==> src/rtl/lab_pkg.sv <==
// Shared types and screen constants for the lab shape drawers.
package lab_pkg;

  typedef enum logic [2:0] {
    IDLE,
    CLEAR,
    INIT,
    PLOT,
    DONE
  } circle_state_t;

  localparam int DEFAULT_SCREEN_W = 160;
  localparam int DEFAULT_SCREEN_H = 120;
  localparam logic [2:0] BLACK = 3'b000;

  function automatic int max3(input int a, input int b, input int c);
    int m;
    m = (a > b) ? a : b;
    return (m > c) ? m : c;
  endfunction

endpackage

==> src/rtl/circle_octant_gen.sv <==
// Maps an octant slot and Bresenham offsets to a screen pixel plus a bounds flag.
module circle_octant_gen
  import lab_pkg::*;
#(
  parameter int SCREEN_W = DEFAULT_SCREEN_W,
  parameter int SCREEN_H = DEFAULT_SCREEN_H,
  parameter int X_W      = $clog2(SCREEN_W),
  parameter int Y_W      = $clog2(SCREEN_H),
  parameter int AW       = 10
) (
  input  logic [2:0]           slot,
  input  logic [X_W-1:0]       cx,
  input  logic [Y_W-1:0]       cy,
  input  logic signed [AW-1:0] ox,
  input  logic signed [AW-1:0] oy,
  output logic [X_W-1:0]       x,
  output logic [Y_W-1:0]       y,
  output logic                 in_bounds
);

  localparam logic signed [AW-1:0] W_LIM = AW'(SCREEN_W);
  localparam logic signed [AW-1:0] H_LIM = AW'(SCREEN_H);

  logic signed [AW-1:0] cx_s;
  logic signed [AW-1:0] cy_s;
  logic signed [AW-1:0] sx;
  logic signed [AW-1:0] sy;

  always_comb begin
    cx_s = $signed({{(AW-X_W){1'b0}}, cx});
    cy_s = $signed({{(AW-Y_W){1'b0}}, cy});
    sx   = '0;
    sy   = '0;
    case (slot)
      3'd0: begin sx = cx_s + ox; sy = cy_s + oy; end
      3'd1: begin sx = cx_s + oy; sy = cy_s + ox; end
      3'd2: begin sx = cx_s - ox; sy = cy_s + oy; end
      3'd3: begin sx = cx_s - oy; sy = cy_s + ox; end
      3'd4: begin sx = cx_s - ox; sy = cy_s - oy; end
      3'd5: begin sx = cx_s - oy; sy = cy_s - ox; end
      3'd6: begin sx = cx_s + ox; sy = cy_s - oy; end
      default: begin sx = cx_s + oy; sy = cy_s - ox; end
    endcase
    in_bounds = !sx[AW-1] && (sx < W_LIM) && !sy[AW-1] && (sy < H_LIM);
    x = sx[X_W-1:0];
    y = sy[Y_W-1:0];
  end

endmodule

==> src/rtl/circle_plotter.sv <==
// Bresenham circle/arc rasteriser with optional screen clear, driving the VGA pixel port.
module circle_plotter
  import lab_pkg::*;
#(
  parameter int SCREEN_W = DEFAULT_SCREEN_W,
  parameter int SCREEN_H = DEFAULT_SCREEN_H,
  parameter int R_W      = 8,
  parameter int X_W      = $clog2(SCREEN_W),
  parameter int Y_W      = $clog2(SCREEN_H)
) (
  input  logic           clk,
  input  logic           rst,
  input  logic           start,
  input  logic           skip_clear,
  input  logic [7:0]     octant_mask,
  input  logic [2:0]     colour,
  input  logic [X_W-1:0] centre_x,
  input  logic [Y_W-1:0] centre_y,
  input  logic [R_W-1:0] radius,
  output logic           done,
  output logic [X_W-1:0] vga_x,
  output logic [Y_W-1:0] vga_y,
  output logic [2:0]     vga_colour,
  output logic           vga_plot
);

  localparam int AW = max3(X_W, Y_W, R_W) + 2;
  localparam logic [X_W-1:0]       X_LAST = X_W'(SCREEN_W - 1);
  localparam logic [Y_W-1:0]       Y_LAST = Y_W'(SCREEN_H - 1);
  localparam logic signed [AW-1:0] ONE    = AW'(1);

  circle_state_t        state_q, state_d;
  logic [7:0]           mask_q, mask_d;
  logic [2:0]           colour_q, colour_d;
  logic [X_W-1:0]       cx_q, cx_d;
  logic [Y_W-1:0]       cy_q, cy_d;
  logic [R_W-1:0]       radius_q, radius_d;
  logic [X_W-1:0]       clr_x_q, clr_x_d;
  logic [Y_W-1:0]       clr_y_q, clr_y_d;
  logic signed [AW-1:0] ox_q, ox_d;
  logic signed [AW-1:0] oy_q, oy_d;
  logic signed [AW-1:0] crit_q, crit_d;
  logic [2:0]           slot_q, slot_d;
  logic                 done_q, done_d;
  logic [X_W-1:0]       vga_x_q, vga_x_d;
  logic [Y_W-1:0]       vga_y_q, vga_y_d;
  logic [2:0]           vga_colour_q, vga_colour_d;
  logic                 vga_plot_q, vga_plot_d;

  logic signed [AW-1:0] oy_inc;
  logic signed [AW-1:0] ox_dec;
  logic [X_W-1:0]       gen_x;
  logic [Y_W-1:0]       gen_y;
  logic                 gen_in;

  // The generator looks at next-cycle slot/offsets so the pixel lands in the output register on time.
  circle_octant_gen #(
    .SCREEN_W (SCREEN_W),
    .SCREEN_H (SCREEN_H),
    .X_W      (X_W),
    .Y_W      (Y_W),
    .AW       (AW)
  ) u_octant_gen (
    .slot      (slot_d),
    .cx        (cx_q),
    .cy        (cy_q),
    .ox        (ox_d),
    .oy        (oy_d),
    .x         (gen_x),
    .y         (gen_y),
    .in_bounds (gen_in)
  );

  always_comb begin
    state_d  = state_q;
    mask_d   = mask_q;
    colour_d = colour_q;
    cx_d     = cx_q;
    cy_d     = cy_q;
    radius_d = radius_q;
    clr_x_d  = clr_x_q;
    clr_y_d  = clr_y_q;
    ox_d     = ox_q;
    oy_d     = oy_q;
    crit_d   = crit_q;
    slot_d   = slot_q;
    done_d   = done_q;
    oy_inc   = oy_q + ONE;
    ox_dec   = ox_q - ONE;

    case (state_q)
      IDLE: begin
        done_d = 1'b0;
        if (start) begin
          mask_d   = octant_mask;
          colour_d = colour;
          cx_d     = centre_x;
          cy_d     = centre_y;
          radius_d = radius;
          clr_x_d  = '0;
          clr_y_d  = '0;
          state_d  = skip_clear ? INIT : CLEAR;
        end
      end

      CLEAR: begin
        if (clr_y_q == Y_LAST) begin
          clr_y_d = '0;
          if (clr_x_q == X_LAST) begin
            state_d = INIT;
          end else begin
            clr_x_d = clr_x_q + 1'b1;
          end
        end else begin
          clr_y_d = clr_y_q + 1'b1;
        end
      end

      INIT: begin
        ox_d    = $signed({{(AW-R_W){1'b0}}, radius_q});
        oy_d    = '0;
        crit_d  = ONE - ox_d;
        slot_d  = '0;
        state_d = PLOT;
      end

      PLOT: begin
        if (slot_q != 3'd7) begin
          slot_d = slot_q + 3'd1;
        end else begin
          slot_d = '0;
          oy_d   = oy_inc;
          if (crit_q[AW-1] || (crit_q == '0)) begin
            crit_d = crit_q + (oy_inc <<< 1) + ONE;
          end else begin
            ox_d   = ox_dec;
            crit_d = crit_q + ((oy_inc - ox_dec) <<< 1) + ONE;
          end
          if (oy_inc > ox_d) begin
            state_d = DONE;
            done_d  = 1'b1;
          end
        end
      end

      DONE: begin
        if (!start) begin
          state_d = IDLE;
          done_d  = 1'b0;
        end
      end

      default: begin
        state_d = IDLE;
        done_d  = 1'b0;
      end
    endcase
  end

  always_comb begin
    vga_x_d      = vga_x_q;
    vga_y_d      = vga_y_q;
    vga_colour_d = BLACK;
    vga_plot_d   = 1'b0;
    if (state_d == CLEAR) begin
      vga_x_d    = clr_x_d;
      vga_y_d    = clr_y_d;
      vga_plot_d = 1'b1;
    end else if (state_d == PLOT) begin
      vga_x_d      = gen_x;
      vga_y_d      = gen_y;
      vga_colour_d = colour_q;
      vga_plot_d   = mask_q[slot_d] && gen_in;
    end
  end

  always_ff @(posedge clk) begin
    if (rst) begin
      state_q      <= IDLE;
      mask_q       <= '0;
      colour_q     <= '0;
      cx_q         <= '0;
      cy_q         <= '0;
      radius_q     <= '0;
      clr_x_q      <= '0;
      clr_y_q      <= '0;
      ox_q         <= '0;
      oy_q         <= '0;
      crit_q       <= '0;
      slot_q       <= '0;
      done_q       <= 1'b0;
      vga_x_q      <= '0;
      vga_y_q      <= '0;
      vga_colour_q <= '0;
      vga_plot_q   <= 1'b0;
    end else begin
      state_q      <= state_d;
      mask_q       <= mask_d;
      colour_q     <= colour_d;
      cx_q         <= cx_d;
      cy_q         <= cy_d;
      radius_q     <= radius_d;
      clr_x_q      <= clr_x_d;
      clr_y_q      <= clr_y_d;
      ox_q         <= ox_d;
      oy_q         <= oy_d;
      crit_q       <= crit_d;
      slot_q       <= slot_d;
      done_q       <= done_d;
      vga_x_q      <= vga_x_d;
      vga_y_q      <= vga_y_d;
      vga_colour_q <= vga_colour_d;
      vga_plot_q   <= vga_plot_d;
    end
  end

  assign done       = done_q;
  assign vga_x      = vga_x_q;
  assign vga_y      = vga_y_q;
  assign vga_colour = vga_colour_q;
  assign vga_plot   = vga_plot_q;

endmodule

==> config.mk <==
export PLATFORM = sky130hd
export DESIGN_NAME = circle_plotter
export DESIGN_NICKNAME = d
export VERILOG_FILES = /design/src/rtl/lab_pkg.sv /design/src/rtl/circle_octant_gen.sv /design/src/rtl/circle_plotter.sv
export SDC_FILE = /design/constraint.sdc
export NUM_CORES = 1
export LEC_CHECK = 0
export CORE_MARGIN = 2
export CORE_UTILIZATION = 60
export DETAILED_ROUTE_END_ITERATION = 10
export DONT_BUFFER_PORTS = 1
export GPL_TIMING_DRIVEN = 0
export HOLD_SLACK_MARGIN = 0.08
export PLACE_DENSITY = 0.78
export SYNTH_ARGS = -nofsm -noshare
export SYNTH_HDL_FRONTEND = slang
export SYNTH_SLANG_ARGS = --single-unit
==> constraint.sdc <==
create_clock -name clk -period 5.2 [get_ports clk]
set_input_delay 1.04 -clock clk [delete_from_list [all_inputs] [get_ports clk]]
set_output_delay 1.04 -clock clk [all_outputs]
set_load 0.005 [all_outputs]
==> results.cfg, run 1 <==
[synthesis]
synth_nets = 1171
synthDistinctLibCells = 68
synth_area_leaders = dfxtp_1 (26%), ha_1 (9.1%), nand2_1 (7.4%)
synth-seq-cells = 105
ys_warn_count = 0
synth-async-reset-ratio_pct = 0
synth.top_cell.area_share_pct = 26.4
synth_largest_area_cell = dfxtp_1
synth_flop_cell = dfxtp_1
avgSynthCellArea_sq_um = 7.45
ys_seq_area_share_pct = 26.4
syn_area_sq_um = 7970
synth_common_cells = nand2_1 (157), nor2_1 (106), dfxtp_1 (105), a21oi_1 (104), ha_1 (58)
synth_most_common_cell = nand2_1
postSynthCellCount = 1070
synth-edff-count = 0

[final_layout]
final_nets = 1183
final_util_pct = 65.9
area_growth_pct = 8.19
drive_gt1_share_pct = 5.52
fin_area_sq_um = 8620
antennaDiodeCount = 0
fillers = 1156

[critical_path]
start_kind = flop
slowest_stage = fa_1
crit_fanout = 10
cp.arrival_ns = 5.26
crit_type = reg -> reg
crit_path_max_incr_delay_ns = 0.49
cp-end-kind = flop
worstPathCellList = ha_1 > ha_1 > buf_2 > nand4b_1 > clkbuf_2 > nor3_1 > a221oi_4 > ha_1 > nand2_1 > a21oi_1 > a31oi_1 > fa_1 > a21o_1 > a21oi_1 > o21bai_1 > a21oi_1 > nor2b_1 > nor2_1 > nand2_1 > mux2i_1 > a311oi_1 > nor4b_1
cp.required_ns = 5.45

[sta]
slew_headroom_pct = 30.9
fin_ws_ns = 0.192
hold_viol_final = 0
rsz0062_at_grt = true
fin_setup_tns_ns = 0
finalClockSkew_ns = 0.0116
fin_hold_ws_ns = 0.457
timing.final.crit_share_pct = 96.3
worst_pin_slew_ns = 1.03
drv_slew = 0
fin_crit_ns = 5.01
setup_violations = 0
fmax_mhz = 200

[grt]
overflow = 0
grt_pass1_vias = 7340
grt_max_degree = 20
grt_first_pass_wirelength_um = 37400
antenna_found_initial = 0
grt_util_all_layers_pct = 33.0

[drt]
drc = 0
wl_met3_um = 2040
met1_length_um = 9920
totalWireLength_um = 23600
viasPerCell = 6.39
met2_length_um = 10500
detail-route-antenna-nets = 0
num_vias = 8070
drt_pass1_iterations = 5
highest_layer = met4
initialDrtViolationCount = 756
wl_per_cell_um = 18.6

[clock_tree]
path_clk_slew_ns = 0.08
root_buffer = clkbuf_16
clock_latency_ns = 0.35
cts_tree = yes
cts_max_level = 3
cts_sinks = 105
cts_buffers = 9
clk_path_buf_depth = 2

[placed_design]
dp_slack_ns = -0.703
dp_hpwl_um = 18000
globalplace.congestion = 0.990
dpl-instance-area_sq_um = 8190
port_buffers = 0

[status]
status = complete, no violations

[floorplanning]
io_pins = 58
die_x_um = 119
dieArea_sq_um = 14200
initial_core_util_pct = 60.9
core_region_area_sq_um = 13100
rows = 42
die_h_um = 119

[run]
maxCapViolations = 0

[worst_hold_path]
min_path_type = reg -> reg

[power]
ir_worst_vdd_mv = 0.196
power.leakage_uw = 0.00354
power_density_nw_per_um2 = 265
critical path, delay by kind of cell, from the launching register on:
kind / cells / cell delay [ns]
adders and majority gates: 4 / 1.23
DFF: 1 / 0.43
buffers and inverters: 2 / 0.56
muxes: 1 / 0.13
AOI/OAI and AO/OA: 8 / 1.34
and+or+nand+nor: 7 / 1.21
cells in the final DEF, fill, tap and decap left out, types with 10 or more instances in the layout:
| master | synthesis | routed |
|---|---|---|
| nand2_1 | 157 | 157 |
| nor2_1 | 106 | 106 |
| dfxtp_1 | 105 | 105 |
| a21oi_1 | 104 | 103 |
| ha_1 | 58 | 58 |
| o21ai_0 | 57 | 55 |
| xnor2_1 | 47 | 46 |
| clkbuf_1 | 53 | 44 |
| nand3_1 | 33 | 33 |
| xor2_1 | 29 | 29 |
| nor3_1 | 29 | 28 |
| inv_1 | 25 | 25 |
| a211oi_1 | 17 | 16 |
| a21o_1 | 15 | 15 |
| a31oi_1 | 14 | 14 |
| nor2b_1 | 13 | 13 |
| and3_1 | 13 | 13 |
| mux2i_1 | 11 | 11 |
| o21a_1 | 11 | 11 |
| and2_1 | 11 | 11 |
| nor4_1 | 10 | 10 |
| a311oi_1 | 11 | 10 |
cell families (layout without fill, tap and decap cells):
logic type	Yosys count	count (layout)	synth area share, %
compound gates	311	311	25.1
xor+xnor	76	76	8.35
fa+ha+maj	63	63	10.4
buf+inv	85	102	4.10
flops	105	105	26.4
mux	11	11	1.38
simple gates	419	419	24.4
area by class of cell:
cell class              count  area [sq um]  area share, %
multi-input cells         880          5640           65.4
flip-flops and latches    105          2100           24.4
plain buffers              59           244           2.83
clock buffers               9           225           2.61
well taps                 176           220           2.55
inverters                  25          93.8           1.09
clock inverters             7          87.6           1.02
repair buffers              2          15.0          0.174
per-layer routing:
layer	vias up	GRT usage, %
li1	3876	-
met1	3712	43.5
met2	402	53.7
met3	80	3.98
met4	0	15.9
met5	-	0
registers in the layout (all words and copies together) (netlist names), 3 cells and up:
register    flops
crit_q         10
ox_q           10
oy_q           10
clr_x_q         8
cx_q            8
mask_q          8
radius_q        8
vga_x           8
clr_y_q         7
cy_q            7
vga_y           7
colour_q        3
slot_q          3
state_q         3
vga_colour      3
metrics by stage:
stage,std cells,total power (uW)
final,1263,2280
after global routing,1263,2390
after CTS,1261,2260
after detailed placement,1246,1550
after global placement,1246,1540
after floorplan,1070,1390
worst paths after layout:
path | slack [ns] | endpoint | from | cells past startpoint
setup reg to reg | 0.19 | vga_plot$_SDFF_PP0_ | slot_q[0]$_SDFF_PP0_ | 22
setup / recovery | 0.19 | vga_plot$_SDFF_PP0_ | slot_q[0]$_SDFF_PP0_ | 22
hold / removal | 0.46 | colour_q[2]$_SDFFE_PP0P_ | colour_q[2]$_SDFFE_PP0P_ | 2
hold reg to reg | 0.46 | colour_q[2]$_SDFFE_PP0P_ | colour_q[2]$_SDFFE_PP0P_ | 2
report_power, final:
part,switching [uW],total [uW],internal [uW]
sequential,44.6,892,847
clock,331,715,384
combinational,435,677,242
repair_timing:
item | in CTS | in global routing
hold buffers | 0 | 0
endpoints found under the setup margin | 6 | 8
resized for setup | 9 | 24
setup buffers | 0 | 2
pin swaps | 0 | 1
hold endpoints to repair | 0 | 0
(Power assumes the default switching activity.)
==> run 2: changes to the inputs <==
--- a/config.mk
+++ b/config.mk
@@ -7,6 +7,8 @@
 export LEC_CHECK = 0
 export CORE_MARGIN = 2
 export CORE_UTILIZATION = 60
+export CTS_BUF_LIST = sky130_fd_sc_hd__clkbuf_2
+export CTS_CLUSTER_SIZE = 24
 export DETAILED_ROUTE_END_ITERATION = 10
 export DONT_BUFFER_PORTS = 1
 export GPL_TIMING_DRIVEN = 0
==> run 2 against run 1 <==
  * Critical path depth down 3
  * Maximum frequency decreased by 0.33%
  * Wire length down 1.2%
  * Global-route usage down 0.40 points
  * Flip-flop and latch count is the same
  * Worst setup slack got worse by 0.017 ns
  * Utilization is 1.4 points lower
  * First-iteration DRC count up 8.7%
  * Critical path type unchanged
==> results.cfg, run 2 (same netlist as run 1, synthesis figures left out) <==
[power]
power_density_nw_per_um2 = 237
power.leakage_uw = 0.00348
ir_worst_vdd_mv = 0.186

[grt]
grt_pass1_vias = 7265
antenna_found_initial = 0
overflow = 0
grt_first_pass_wirelength_um = 36900
grt_util_all_layers_pct = 32.6
grt_max_degree = 20

[status]
status = complete, no violations

[sta]
fmax_mhz = 199
fin_crit_ns = 5.02
worst_pin_slew_ns = 1.34
finalClockSkew_ns = 0.0279
hold_viol_final = 0
slew_headroom_pct = 10.8
drv_slew = 0
timing.final.crit_share_pct = 96.6
setup_violations = 0
rsz0062_at_grt = true

[clock_tree]
clock_latency_ns = 0.63
path_clk_slew_ns = 0.32
cts-hold-fix-buffers = 0
root_buffer = clkbuf_2
cts_tree = yes
cts_sinks = 105
clk_path_buf_depth = 2
cts_buffers = 9
cts_max_level = 3

[final_layout]
area_growth_pct = 5.96
final_nets = 1189
reg_top3 = crit_q: 10 flops, ox_q: 10 flops, oy_q: 10 flops
final_common_cell = nand2_1
fin_area_sq_um = 8450
layout_common_cells = nand2_1 (157), nor2_1 (106), dfxtp_1 (105)
final_util_pct = 64.6
instances_no_fill = 1269
drive_gt1_share_pct = 5.67
antennaDiodeCount = 0

[floorplanning]
die_x_um = 119
dieArea_sq_um = 14200
die_h_um = 119
initial_core_util_pct = 60.9
rows = 42
io_pins = 58
core_region_area_sq_um = 13100

[drt]
wl_per_cell_um = 18.3
drc = 0
totalWireLength_um = 23300
drt_pass1_iterations = 6
detail-route-antenna-nets = 0
viasPerCell = 6.28
num_vias = 7964
initialDrtViolationCount = 822

[worst_hold_path]
min_path_type = reg -> reg

[critical_path]
cp.required_ns = 5.76
crit_type = reg -> reg
r2r_slack_ns = 0.18
worstPathCellList = clkbuf_2 > nor3b_1 > a221oi_1 > buf_4 > ha_1 > nor3_1 > nor3_1 > o21ai_0 > ha_1 > a21o_1 > a21oi_1 > o21bai_1 > a21oi_1 > nor2b_1 > nor2_1 > nand2_1 > mux2i_1 > a311oi_1 > nor4b_1
crit_fanout = 10
cpLargestDelayFamily = simple AND/OR/NAND/NOR gates
cp-end-kind = flop
crit_buf_inv = 2
crit_path_max_incr_delay_ns = 1.10
start_kind = flop
cp.arrival_ns = 5.58
slowest_stage = nor3b_1

[placed_design]
dp_hpwl_um = 18000
port_buffers = 0
dpl-instance-area_sq_um = 8190
dp.cells = 1246
globalplace.congestion = 0.990

[run]
maxCapViolations = 0
run 2: changes by cell type in the layout (fill, tap and decap cells not counted), sizes merged:
cell	delta
buf	+6
run 2: where the power goes:
group / switching [uW] / leakage (uW) / internal [uW] / total (uW)
Clock: 309 / 0.0000776 / 122 / 431
Combinational: 430 / 0.00255 / 242 / 672
Sequential: 43.9 / 0.000855 / 852 / 896
Total: 783 / 0.00348 / 1220 / 2000
run 2: timing repair:
action	4_1_cts	5_1_grt
setup endpoints to repair	6	10
setup buffers	0	8
gates resized for setup	7	21
pin swaps	0	3
run 2: path summary, 6_finish.rpt:
path,depth (start not counted),start,to
worst max-delay path,19,state_q[0]$_SDFF_PP0_,vga_plot$_SDFF_PP0_
worst min-delay path,2,mask_q[2]$_SDFFE_PP0P_,mask_q[2]$_SDFFE_PP0P_
worst max register to register,19,state_q[0]$_SDFF_PP0_,vga_plot$_SDFF_PP0_
worst min register to register,2,mask_q[2]$_SDFFE_PP0P_,mask_q[2]$_SDFFE_PP0P_
run 2: layout make-up:
class,count,area [sq um]
Fill cell,1195,4640
Clock inverter,7,87.6
Tap cell,176,220
Buffer,59,244
Timing Repair Buffer,8,60.1
Sequential cell,105,2100
Inverter,25,93.8
Multi-Input combinational cell,880,5590
Clock buffer,9,45.0
run 2: worst min-delay path, cell delays in order, from the launching register on:
cell and delay [ns]:
dfxtp_1 0.38, nand2_1 0.05, a21oi_1 0.05
run 2: metal layers:
metal / part of all wire (%) / vias to the layer above / track usage [%]
met1: 43 / 3619 / 43.1
met5: 0 / - / 0
met2: 45 / 384 / 52.8
met3: 8.4 / 81 / 5.36
met4: 4.4 / 0 / 13.8
li1: - / 3880 / -
run 2: stage by stage:
stage / setup TNS (ns) / setup slack, ns / power (uW) / hold WS (ns)
after floorplan: 0 / 0.634 / 1390 / 0.432
after global placement: -1.27 / -0.592 / 1540 / 0.439
after detailed placement: -1.59 / -0.703 / 1550 / 0.449
after CTS: 0 / 0.000131 / 1980 / 0.455
after global routing: -0.202 / -0.143 / 2100 / 0.459
final: 0 / 0.175 / 2000 / 0.473
==> run 3: changes to the inputs <==
--- a/config.mk
+++ b/config.mk
@@ -5,6 +5,7 @@
 export SDC_FILE = /design/constraint.sdc
 export NUM_CORES = 1
 export LEC_CHECK = 0
+export CORE_ASPECT_RATIO = 1.1
 export CORE_MARGIN = 2
 export CORE_UTILIZATION = 60
 export CTS_BUF_LIST = sky130_fd_sc_hd__clkbuf_2
@@ -14,6 +15,7 @@
 export GPL_TIMING_DRIVEN = 0
 export HOLD_SLACK_MARGIN = 0.08
 export PLACE_DENSITY = 0.78
+export SLEW_MARGIN = 20
 export SYNTH_ARGS = -nofsm -noshare
 export SYNTH_HDL_FRONTEND = slang
 export SYNTH_SLANG_ARGS = --single-unit
==> constraint.sdc (replaced) <==
create_clock -name clk -period 5.2 [get_ports clk]
set_input_delay 0.78 -clock clk [delete_from_list [all_inputs] [get_ports clk]]
set_output_delay 0.78 -clock clk [all_outputs]
set_load 0.005 [all_outputs]
==> run 3 against run 2 <==
  * Final cell count shrank 1.7%
  * Non-clock buffer count shrank 7
  * Utilization shrank 0.46 points
  * Wire length shrank 1.7%
  * Critical endpoint unchanged
  * Largest cell class unchanged
==> results.cfg, run 3 (same netlist as run 1, synthesis figures left out) <==
[status]
status = complete, no violations

[sta]
finalClockSkew_ns = 0.0422
slew_headroom_pct = 32.5
rsz0062_at_grt = true
hold_viol_final = 0
fin_ws_ns = 0.186
fmax_mhz = 199
fin_setup_tns_ns = 0
setup_violations = 0
worst_pin_slew_ns = 1.01
drv_slew = 0
fin_crit_ns = 5.01
timing.final.crit_share_pct = 96.4

[clock_tree]
cts_tree = yes
cts_sinks = 105
clk_path_buf_depth = 2
clock_latency_ns = 0.61
root_buffer = clkbuf_2
cts_buffers = 9
cts-hold-fix-buffers = 0
path_clk_slew_ns = 0.32
cts_max_level = 3

[critical_path]
crit_path_max_incr_delay_ns = 0.41
worstPathCellList = buf_2 > nor2b_1 > clkbuf_2 > nand2_1 > o31ai_4 > clkbuf_2 > clkbuf_2 > clkbuf_2 > mux2i_1 > ha_1 > inv_1 > fa_1 > a21o_1 > a21oi_1 > o21bai_1 > a21oi_1 > nor2b_1 > nor2_1 > nand2_1 > mux2i_1 > a311oi_1 > nor4b_1
reg2reg_from = state_q[2]$_SDFF_PP0_
reg2reg_to = vga_plot$_SDFF_PP0_
cp-end-kind = flop
cpLargestDelayFamily = buffers and inverters
crit_fanout = 10
start_kind = flop
rr_worst_depth = 22
cp.required_ns = 5.72
r2r_slack_ns = 0.19
crit_type = reg -> reg
cp.arrival_ns = 5.53
slowest_stage = o31ai_4
crit_path_frequent_cell = clkbuf_2
crit_buf_inv = 6

[final_layout]
final_common_cell = nand2_1
layout_common_cells = nand2_1 (157), nor2_1 (106), dfxtp_1 (105)
fillers = 1225
drive_gt1_share_pct = 5.52
reg_top3 = crit_q: 10 flops, ox_q: 10 flops, oy_q: 10 flops
area_growth_pct = 5.35
final_nets = 1182

[drt]
initialDrtViolationCount = 778
detail-route-antenna-nets = 0
wl_met3_um = 1730
viasPerCell = 6.38
met1_length_um = 9350
met2_length_um = 10800
highest_layer = met4
wl_per_cell_um = 18.3
totalWireLength_um = 22900
drc = 0
num_vias = 7967
drt_pass1_iterations = 6

[grt]
grt_util_all_layers_pct = 32.6
antenna_found_initial = 1
grt_max_degree = 19
overflow = 0
grt_first_pass_wirelength_um = 37200
grt_pass1_vias = 7463

[placed_design]
port_buffers = 0
dp_hpwl_um = 18100
dp_slack_ns = -0.749
globalplace.congestion = 0.962

[power]
power.leakage_uw = 0.00347
ir_worst_vdd_mv = 0.196
total_power_uw = 1970
power_density_nw_per_um2 = 235

[floorplanning]
die_h_um = 125
die_x_um = 114
io_pins = 58
rows = 44
initial_core_util_pct = 60.8
dieArea_sq_um = 14200
core_region_area_sq_um = 13100

[run]
maxCapViolations = 0

[worst_hold_path]
hold_path_startpoint = radius[0]
whs_path_depth = 2
min_to = radius_q[0]$_SDFFE_PP0P_
min_path_type = in -> reg
## run 3: repair_timing
action,CTS,global route
setup buffers,0,1
resized for setup,10,24
endpoints found under the setup margin,7,11
pin swaps,0,1
## run 3: layout make-up
| type | count | area [sq um] | share of cell area [%] |
|---|---|---|---|
| multi-input combinational | 880 | 5620 | 66.9 |
| sequential | 105 | 2100 | 25.0 |
| buffer | 59 | 245 | 2.92 |
| tap | 161 | 201 | 2.40 |
| inverter | 25 | 93.8 | 1.12 |
| clock inverter | 6 | 73.8 | 0.879 |
| clock buffer | 10 | 50.0 | 0.596 |
| timing repair buffer | 1 | 7.51 | 0.0894 |
| antenna | 1 | 2.50 | 0.0298 |
## run 3: power breakdown
part / switching [uW] / internal, uW / total [uW]
Clock: 293 / 122 / 415
Sequential: 44.4 / 852 / 896
Combinational: 418 / 241 / 659
Total: 756 / 1210 / 1970
## run 3: per-stage QoR
stage                     area, sq um  hold WS [ns]  std cells  util, %
after floorplan                  7970         0.432       1070        -
after global placement           8170         0.438       1231     62.4
after detailed placement         8180         0.444       1231     62.4
after CTS                        8340         0.233       1247     63.6
after global routing             8400         0.213       1248     64.1
final                            8400         0.248       1248     64.1
## run 3: how the worst max path moves through the flow
stage | from | endpoint | slack, ns | depth (start not counted)
detailed placement | state_q[0]$_SDFF_PP0_ | vga_plot$_SDFF_PP0_ | -0.75 | 21
global placement | state_q[0]$_SDFF_PP0_ | vga_plot$_SDFF_PP0_ | -0.73 | 21
CTS | state_q[2]$_SDFF_PP0_ | vga_plot$_SDFF_PP0_ | 0.008 | 22
floorplan | state_q[0]$_SDFF_PP0_ | vga_plot$_SDFF_PP0_ | 0.63 | 21
global route | state_q[2]$_SDFF_PP0_ | vga_plot$_SDFF_PP0_ | -0.16 | 22
finish | state_q[2]$_SDFF_PP0_ | vga_plot$_SDFF_PP0_ | 0.19 | 22
## run 3: layer usage
layer,vias to the layer above,global-route usage [%]
li1,3864,-
met1,3666,41.0
met2,349,54.9
met3,88,4.72
met4,0,14.9
met5,-,0
## run 3: worst reg2reg max path, stage by stage, from the launching register on
cell	delay (ns)
dfxtp_1	0.37
buf_2	0.16
nor2b_1	0.18
clkbuf_2	0.28
nand2_1	0.28
o31ai_4	0.41
clkbuf_2	0.29
clkbuf_2	0.27
clkbuf_2	0.29
mux2i_1	0.24
ha_1	0.16
inv_1	0.06
fa_1	0.39
a21o_1	0.20
a21oi_1	0.22
o21bai_1	0.10
a21oi_1	0.26
nor2b_1	0.09
nor2_1	0.09
nand2_1	0.05
mux2i_1	0.12
a311oi_1	0.10
nor4b_1	0.33
